==> src/rtl/iob_ram_be_bist.sv <==
// iob_ram_be_bist
//   Built-in self-test initiator for one byte-enable RAM port. A start pulse
//   runs four passes over every address:
//     WR  : full-word write of P(i) = SEED + i
//     RD  : full-word read-back, compared against P(i)
//     BW  : single-byte write of 8'hFF into lane (i mod NB)
//     RD2 : read-back, compared against P(i) with that lane forced to 8'hFF
//   The first mismatch ends the run and its phase/address/expected/actual
//   words are held. The RAM port is driven only while busy; otherwise all
//   ram_* outputs are zero.
//
// Ports
//   clk, rst        clock, asynchronous active-high reset
//   start           start request, honoured only when idle or done
//   busy            a test pass is in progress
//   done, pass      run finished / finished with no mismatch
//   err_phase       1 = RD mismatch, 3 = RD2 mismatch, 0 = none
//   err_addr/exp/got  first mismatch details
//   ram_en, ram_we, ram_addr, ram_din   RAM port request
//   ram_dout        RAM read data, one cycle after a read request
`timescale 1ns/1ps

module iob_ram_be_bist #(
    parameter int          DATA_W = 32,
    parameter int          ADDR_W = 4,
    parameter int unsigned SEED   = 32
) (
    input  logic                clk,
    input  logic                rst,
    input  logic                start,
    output logic                busy,
    output logic                done,
    output logic                pass,
    output logic [1:0]          err_phase,
    output logic [ADDR_W-1:0]   err_addr,
    output logic [DATA_W-1:0]   err_exp,
    output logic [DATA_W-1:0]   err_got,
    output logic                ram_en,
    output logic [DATA_W/8-1:0] ram_we,
    output logic [ADDR_W-1:0]   ram_addr,
    output logic [DATA_W-1:0]   ram_din,
    input  logic [DATA_W-1:0]   ram_dout
);

    localparam int unsigned NB = DATA_W / 8;
    localparam logic [DATA_W-1:0] SEED_W = DATA_W'(SEED);

    localparam logic [2:0] S_IDLE = 3'd0;
    localparam logic [2:0] S_WR   = 3'd1;
    localparam logic [2:0] S_RD   = 3'd2;
    localparam logic [2:0] S_BW   = 3'd3;
    localparam logic [2:0] S_RD2  = 3'd4;
    localparam logic [2:0] S_DONE = 3'd5;

    // The counter carries one extra bit so the read phases can reach N for
    // their trailing compare-only cycle.
    localparam logic [ADDR_W:0] I_LAST = {1'b0, {ADDR_W{1'b1}}};
    localparam logic [ADDR_W:0] I_END  = {1'b1, {ADDR_W{1'b0}}};

    logic [2:0]          r_state;
    logic [ADDR_W:0]     r_i;
    logic                r_cv;
    logic                r_done;
    logic                r_pass;
    logic [1:0]          r_err_phase;
    logic [ADDR_W-1:0]   r_err_addr;
    logic [DATA_W-1:0]   r_err_exp;
    logic [DATA_W-1:0]   r_err_got;

    logic [ADDR_W-1:0]   w_addr;
    logic [ADDR_W-1:0]   w_cmp_addr;
    logic [DATA_W-1:0]   w_exp;
    logic                w_is_rd;
    logic                w_cmp;
    logic                w_mis;

    function automatic logic [DATA_W-1:0] pat(input logic [ADDR_W-1:0] a);
        return SEED_W + DATA_W'(a);
    endfunction

    function automatic int unsigned lane_of(input logic [ADDR_W-1:0] a);
        int unsigned v;
        v = 32'(a);
        return v % NB;
    endfunction

    function automatic logic [NB-1:0] lane_we(input logic [ADDR_W-1:0] a);
        return NB'(1) << lane_of(a);
    endfunction

    function automatic logic [DATA_W-1:0] merged(input logic [ADDR_W-1:0] a);
        return pat(a) | (DATA_W'(8'hFF) << (8 * lane_of(a)));
    endfunction

    assign w_addr     = r_i[ADDR_W-1:0];
    // Read data arriving now belongs to the request issued one cycle earlier.
    assign w_cmp_addr = w_addr - ADDR_W'(1);
    assign w_is_rd    = (r_state == S_RD) || (r_state == S_RD2);
    assign w_exp      = (r_state == S_RD) ? pat(w_cmp_addr) : merged(w_cmp_addr);
    assign w_cmp      = w_is_rd && r_cv;
    assign w_mis      = w_cmp && (ram_dout != w_exp);

    assign busy      = (r_state == S_WR) || (r_state == S_RD) ||
                       (r_state == S_BW) || (r_state == S_RD2);
    assign done      = r_done;
    assign pass      = r_pass;
    assign err_phase = r_err_phase;
    assign err_addr  = r_err_addr;
    assign err_exp   = r_err_exp;
    assign err_got   = r_err_got;

    // Port outputs decode straight from state so an asynchronous reset
    // releases the RAM in the same instant.
    always_comb begin
        ram_en   = 1'b0;
        ram_we   = '0;
        ram_addr = '0;
        ram_din  = '0;
        case (r_state)
            S_WR: begin
                ram_en   = 1'b1;
                ram_we   = '1;
                ram_addr = w_addr;
                ram_din  = pat(w_addr);
            end
            S_RD, S_RD2: begin
                // Cycle N only compares the last word; no new request.
                if (!r_i[ADDR_W]) begin
                    ram_en   = 1'b1;
                    ram_addr = w_addr;
                end
            end
            S_BW: begin
                ram_en   = 1'b1;
                ram_we   = lane_we(w_addr);
                ram_addr = w_addr;
                ram_din  = '1;
            end
            default: ;
        endcase
    end

    always_ff @(posedge clk or posedge rst) begin
        if (rst) begin
            r_state     <= S_IDLE;
            r_i         <= '0;
            r_cv        <= 1'b0;
            r_done      <= 1'b0;
            r_pass      <= 1'b0;
            r_err_phase <= '0;
            r_err_addr  <= '0;
            r_err_exp   <= '0;
            r_err_got   <= '0;
        end else begin
            case (r_state)
                S_IDLE, S_DONE: begin
                    if (start) begin
                        r_state     <= S_WR;
                        r_i         <= '0;
                        r_cv        <= 1'b0;
                        r_done      <= 1'b0;
                        r_pass      <= 1'b0;
                        r_err_phase <= '0;
                        r_err_addr  <= '0;
                        r_err_exp   <= '0;
                        r_err_got   <= '0;
                    end
                end
                S_WR, S_BW: begin
                    if (r_i == I_LAST) begin
                        r_state <= (r_state == S_WR) ? S_RD : S_RD2;
                        r_i     <= '0;
                        r_cv    <= 1'b0;
                    end else begin
                        r_i <= r_i + (ADDR_W+1)'(1);
                    end
                end
                S_RD, S_RD2: begin
                    if (w_mis) begin
                        r_state     <= S_DONE;
                        r_done      <= 1'b1;
                        r_pass      <= 1'b0;
                        r_err_phase <= (r_state == S_RD) ? 2'd1 : 2'd3;
                        r_err_addr  <= w_cmp_addr;
                        r_err_exp   <= w_exp;
                        r_err_got   <= ram_dout;
                    end else if (r_i == I_END) begin
                        r_i  <= '0;
                        r_cv <= 1'b0;
                        if (r_state == S_RD) begin
                            r_state <= S_BW;
                        end else begin
                            r_state <= S_DONE;
                            r_done  <= 1'b1;
                            r_pass  <= 1'b1;
                        end
                    end else begin
                        r_i  <= r_i + (ADDR_W+1)'(1);
                        r_cv <= 1'b1;
                    end
                end
                default: r_state <= S_IDLE;
            endcase
        end
    end

endmodule

==> config.mk <==
export PLATFORM = sky130hd
export DESIGN_NAME = iob_ram_be_bist
export DESIGN_NICKNAME = d
export VERILOG_FILES = /design/src/rtl/iob_ram_be_bist.sv
export SDC_FILE = /design/constraint.sdc
export NUM_CORES = 1
export LEC_CHECK = 0
export BUFFER_PORTS_ARGS = -buffer_cell sky130_fd_sc_hd__clkbuf_2
export CAP_MARGIN = 0
export CORE_MARGIN = 2
export CORE_UTILIZATION = 51
export DETAILED_ROUTE_END_ITERATION = 10
export GPL_ROUTABILITY_DRIVEN = 0
export PLACE_DENSITY = 0.84
export SLEW_MARGIN = 40
export SYNTH_ARGS = -nofsm -noshare
export SYNTH_HDL_FRONTEND = slang
export SYNTH_SLANG_ARGS = --single-unit
==> constraint.sdc <==
create_clock -name clk -period 7.7 [get_ports clk]
set_input_delay 0.77 -clock clk [delete_from_list [all_inputs] [get_ports clk]]
set_output_delay 0.77 -clock clk [all_outputs]
set_load 0.005 [all_outputs]
# Word level (Yosys, flattened, before mapping)
# Cells that the tools add are included.
[op_classes]
n_addsub = 4
eq_ne = 14
shift = 2
muxes = 42
n_bitwise = 1
reduce_logical = 17
[op_table]
columns = ["cell", "count"]
rows = [
  ["$pmux W32 S2", 3],
  ["$mux W32", 4],
  ["$ne A32 B32 Y1", 1],
  ["$or A7 B32 Y32", 1],
  ["$shl A8 B5 Y32 const A", 1],
  ["$pmux W4 S2", 3],
  ["$mux W5", 4],
  ["$mux W3", 6],
  ["$pmux W5 S3", 1],
  ["$add A6 B4 Y7 const A", 2],
  ["$mux W4", 3],
  ["$mux W1", 9],
  ["$pmux W3 S3", 1],
  ["$reduce_and A3 Y1", 3],
  ["$reduce_and A4 Y1", 2],
  ["$eq A3 B2 Y1 const B", 2],
  ["$eq A3 B3 Y1 const B", 2],
  ["$mux W2", 3],
  ["$ne A2 B2 Y1 const B", 3],
  ["$ne A3 B3 Y1 const B", 2],
  ["$pmux W1 S2", 3],
  ["$reduce_or A2 Y1", 3],
  ["$add A5 B1 Y5 const B", 1],
  ["$eq A5 B4 Y1 const B", 1],
  ["other kinds (12)", 16],
]
[totals]
ff_bits = 81
inputBits = 35
out_inout_bits = 114
elab_cells = 89

# Depth between registers and ports, before layout
[logic_depth]
depth_word = 8
mapped_depth = 11
ltp_nobuf = 9

# Worst setup path before layout
# OpenSTA, ideal clock, no wires.
[synth_timing]
path_type = "input to register"
start = "input port ram_dout[20]"
end = "register r_i[3]"
setup_time_ps = 80
t_arrival_ps = 2717
t_required_ps = 7620
slack_ps = 4903
path_stages = 8
n_path_buf = 1
path_cell_list = "or4_1 > nor2_1 > a21oi_1 > nor4_1 > a211oi_1 > buf_2 > or4b_1 > o211ai_2"
[synth_between]
elab_chain_len = 4
[synth_rtl]
columns = ["item", "line", "source"]
rows = [
  ["from (decl)", "42", "input logic [DATA_W-1:0] ram_dout"],
  ["$ne A32 B32 Y1", "101", "assign w_mis = w_cmp && (ram_dout != w_exp);"],
  ["$logic_and A1 B1 Y1", "101", ""],
  ["$ne A2 B2 Y1 (no line)", "n/a", ""],
  ["$reduce_and A3 Y1 (no line)", "n/a", ""],
  ["to (signal assigned)", "175", "r_i <= r_i + (ADDR_W+1)'(1);"],
  ["to (signal assigned)", "198", "r_i <= r_i + (ADDR_W+1)'(1);"],
  ["to (decl)", "61", "logic [ADDR_W:0] r_i;"],
]
# No other way between the ends.
# A chain may end at the register's enable or synchronous reset.

# Worst setup path in the final report
[layout_timing]
start = "register r_i[1]"
end = "register r_i[1]"
[layout_between]
elab_chain_len = 8
word_cells_on_any_way = 16
classes_between = "add/sub (3); eq/ne (4); shift (1); mux (5); bitwise (1); reduce/logical (2)"
[layout_rtl]
columns = ["item", "line", "source"]
rows = [
  ["$sub A4 B1 Y4", "97", "assign w_cmp_addr = w_addr - ADDR_W'(1);"],
  ["$add A6 B4 Y7 / $shl A8 B5 Y32 (equally long branches)", "78, 92", ""],
  ["$or A7 B32 Y32", "92", "return pat(a) | (DATA_W'(8'hFF) << (8 * lane_of(a)));"],
  ["$mux W32", "99", "assign w_exp = (r_state == S_RD) ? pat(w_cmp_addr) : merged(w_cmp_addr);"],
  ["$ne A32 B32 Y1", "101", ""],
  ["$logic_and A1 B1 Y1", "101", ""],
  ["$ne A2 B2 Y1 (no line)", "n/a", ""],
  ["$reduce_and A3 Y1 (no line)", "n/a", ""],
]
# Parallel ways exist; a longest one is shown, timed or not. The select of a mux whose other input is x is not followed.

==> flow_summary.yaml <==
outcome:
  run_status: "complete, no violations"
power:
  peakVddDrop_v: 0.0001630
  power_density_nw_per_um2: 335.1
  power.leakage_nw: 2.046
  total_power_mw: 1.325
die:
  core_area_um2: 6350
  start_util: 0.5267
  number_of_top_level_pins: 149
  die-area_um2: 7222
  die_h_um: 84.98
  dieWidth_um: 84.98
  num_rows: 29
clock_network:
  clock_sink_count: 57
  cts_post_setup_buffers_inserted: 0
  post_cts_resized: 0
  holdBufCountCts: 0
  cts_tree: "yes"
  cts_root_buf: "sky130_fd_sc_hd__clkbuf_8"
  h_tree_levels: 3
  clock_tree_buf_depth: 2
  cts_buffers: 9
  cts.clk_slew.worst_paths_ns: 0.06
  clock_latency_ns: 0.34
synth:
  synth_nets: 436
  synth_async_sr_flop_share: 1.000
  synth_commonest_cells: "sky130_fd_sc_hd__nand2_1, sky130_fd_sc_hd__dfrtp_1, sky130_fd_sc_hd__buf_4"
  postSynthRegisterBits: 57
  synth_cell_types: 43
  seq_area_frac_synth: 0.4265
  synth.cell_area_um2: 3344
  commonest_register_cell_after_synthesis: "sky130_fd_sc_hd__dfrtp_1"
  ys.warnings.count: 0
  synth_top_cell_area_share: 0.4265
  synth_largest_area_cell: "sky130_fd_sc_hd__dfrtp_1"
  post_synth_main_area_contributors: "sky130_fd_sc_hd__dfrtp_1, sky130_fd_sc_hd__buf_4, sky130_fd_sc_hd__nand2_1"
  post_synth_inst_count: 392
  synth.most_common_cell: "sky130_fd_sc_hd__nand2_1"
  synth.avg_cell_area_um2: 8.532
  number_of_enable_type_register_cells_in_the_synthesized_netlist: 0
grt:
  vias_in_the_first_global_route: 2703
  grt_start_max_net_pins: 58
  grtUsageTotal: 0.2307
  first_pass_grt_wire_length_mm: 13.25
  grt_overflow: 0
  grt_antenna_before_repair: 0
sta:
  worst_clock_skew_ns: 0.006149
  min_period_over_period: 0.4528
  totalNegativeSetupSlack_ns: 0
  final_max_slew_viol_count: 0
  worst-slew-pin-transition_ns: 0.7918
  grt_setup_unrepaired: "false"
  report.final.hold_viol_count: 0
  slew_headroom: 0.4704
  final_period_minus_worst_setup_slack_ns: 3.486
  setup_ws_ns: 4.214
  worst_hold_slack_ns: 0.4915
  setup-violations-final: 0
  fmax_ghz: 0.2868
final_layout:
  proportion_of_layout_cells_with_a_drive_suffix_above_1: 0.3601
  area_growth_pct: 18.26
  final-instance-count-excl-fill: 563
  count_of_antenna_diodes_in_the_layout: 0
  fillerInstances: 551
  final_net_count: 526
detailed_routing:
  first_iter_violations: 229
  route.final.wire_length_mm: 8.187
  detail-route-antenna-nets: 0
  routed-wl-met2_mm: 4.004
  drt-met1-wl_mm: 3.465
  firstDrtPassIters: 5
  num_vias: 3026
  post_drt_wl_per_cell_um: 14.54
  route.detailed.vias_per_inst: 5.375
  topRoutingLayerUsed: "met4"
  drc: 0
  route.met3.wl_um: 451
setup_path:
  cp.buffers_inverters: 2
  path_max_fanout: 29
  timing_worst_setup_path_type: "reg2reg"
  depth_of_the_most_critical_reg_to_reg_path: 10
  timing.critical_path.to_type: "flop"
  max_stage_delay_ns: 0.56
  count_of_cell_instances_traversed_by_the_critical_path: 10
  startpoint_type: "flop"
  timing.critical_path.required_ns: 7.96
  cpMaxStageDelayCell: "sky130_fd_sc_hd__nor4_1"
  crit_path_frequent_cell: "sky130_fd_sc_hd__a21oi_1"
  crit_chain: "inv_1 > ha_1 > or4_1 > a21oi_1 > a21oi_1 > nor4_1 > a211oi_4 > buf_4 > nor2_1 > mux2i_1"
  worstPathArrival_ns: 3.75
  dominant_delay_contributor_by_cell_family_on_the_critical_path: "simple AND/OR/NAND/NOR gates"
worst_hold_path:
  timing.hold.worst_path_depth: 1
  hold_class: "reg2reg"
placement:
  placement.setup.worst_slack_ns: 4.138
  hpwlAfterDp_mm: 6.150
  numPortBuffers: 148
  placed_cells: 548
flow_run:
  drv_cap: 0
==> report_power, final <==
part,internal [mW],switching [mW]
Combinational,0.258,0.326
Clock,0.164,0.114
Sequential,0.378,0.0854
Total,0.800,0.525
==> final timing paths <==
path	from	end	slack, ns
max	r_i[1]	r_i[1]	4.21
max reg2reg	r_i[1]	r_i[1]	4.21
min	r_cv	r_cv	0.49
max in group asynchronous	rst	r_state[2]	6.61
min in group asynchronous	rst	err_got[9]	0.62
min reg2reg	r_cv	r_cv	0.49
==> kinds of logic after synthesis <==
logic type               share of synthesized area
AND/OR/NAND/NOR                             0.2046
buffers and inverters                       0.1545
AO/OA/AOI/OAI                               0.1377
flip-flops                                  0.4265
multiplexers                               0.02731
adder cells (fa/ha/maj)                    0.03367
XOR/XNOR                                   0.01572
==> through the flow <==
stage | cell area [um2] | util
6_report | 3955 | 0.6229
5_1_grt | 3955 | 0.6229
4_1_cts | 3951 | 0.6223
3_5_place_dp | 3756 | 0.5915
3_3_place_gp | 3756 | 0.5915
2_1_floorplan | 3344 | -
==> per-layer routing <==
layer,GRT usage,vias up
met1,0.3092,1430
met5,0,-
met4,0.1270,0
met2,0.3572,123
met3,0.03794,22
li1,-,1451
==> area by class of cell <==
type | instances | area, um2 | area share
clock buffer | 12 | 155.1 | 0.03923
clock inverter | 3 | 40.04 | 0.01012
inverter | 15 | 56.30 | 0.01424
multi-input combinational | 248 | 1418 | 0.3584
sequential | 57 | 1426 | 0.3606
tap | 77 | 96.34 | 0.02436
timing repair buffer | 151 | 763.2 | 0.1930
==> state kept, by name, summed over array words and instances (netlist names) <==
name and cells:
done 1, err_addr 4, err_exp 8, err_got 32, err_phase 2, pass 1, r_cv 1, r_i 5
r_state 3
==> cells in the final DEF (no fill, tap or decap), types with 4 or more instances in the layout <==
cell / synthesis / routed
sky130_fd_sc_hd__clkbuf_2: 0 / 148
sky130_fd_sc_hd__nand2_1: 85 / 85
sky130_fd_sc_hd__dfrtp_1: 57 / 57
sky130_fd_sc_hd__o21ai_0: 44 / 44
sky130_fd_sc_hd__nor2_1: 18 / 18
sky130_fd_sc_hd__inv_1: 15 / 14
sky130_fd_sc_hd__a21oi_1: 11 / 11
sky130_fd_sc_hd__clkbuf_8: 0 / 11
sky130_fd_sc_hd__nor4_1: 9 / 9
sky130_fd_sc_hd__ha_1: 9 / 9
sky130_fd_sc_hd__mux2i_1: 8 / 8
sky130_fd_sc_hd__nand4_1: 7 / 7
sky130_fd_sc_hd__and2_1: 6 / 6
sky130_fd_sc_hd__o211ai_1: 4 / 4
sky130_fd_sc_hd__nor2b_1: 4 / 4
sky130_fd_sc_hd__a22o_1: 4 / 4
(Power assumes the default switching activity.)
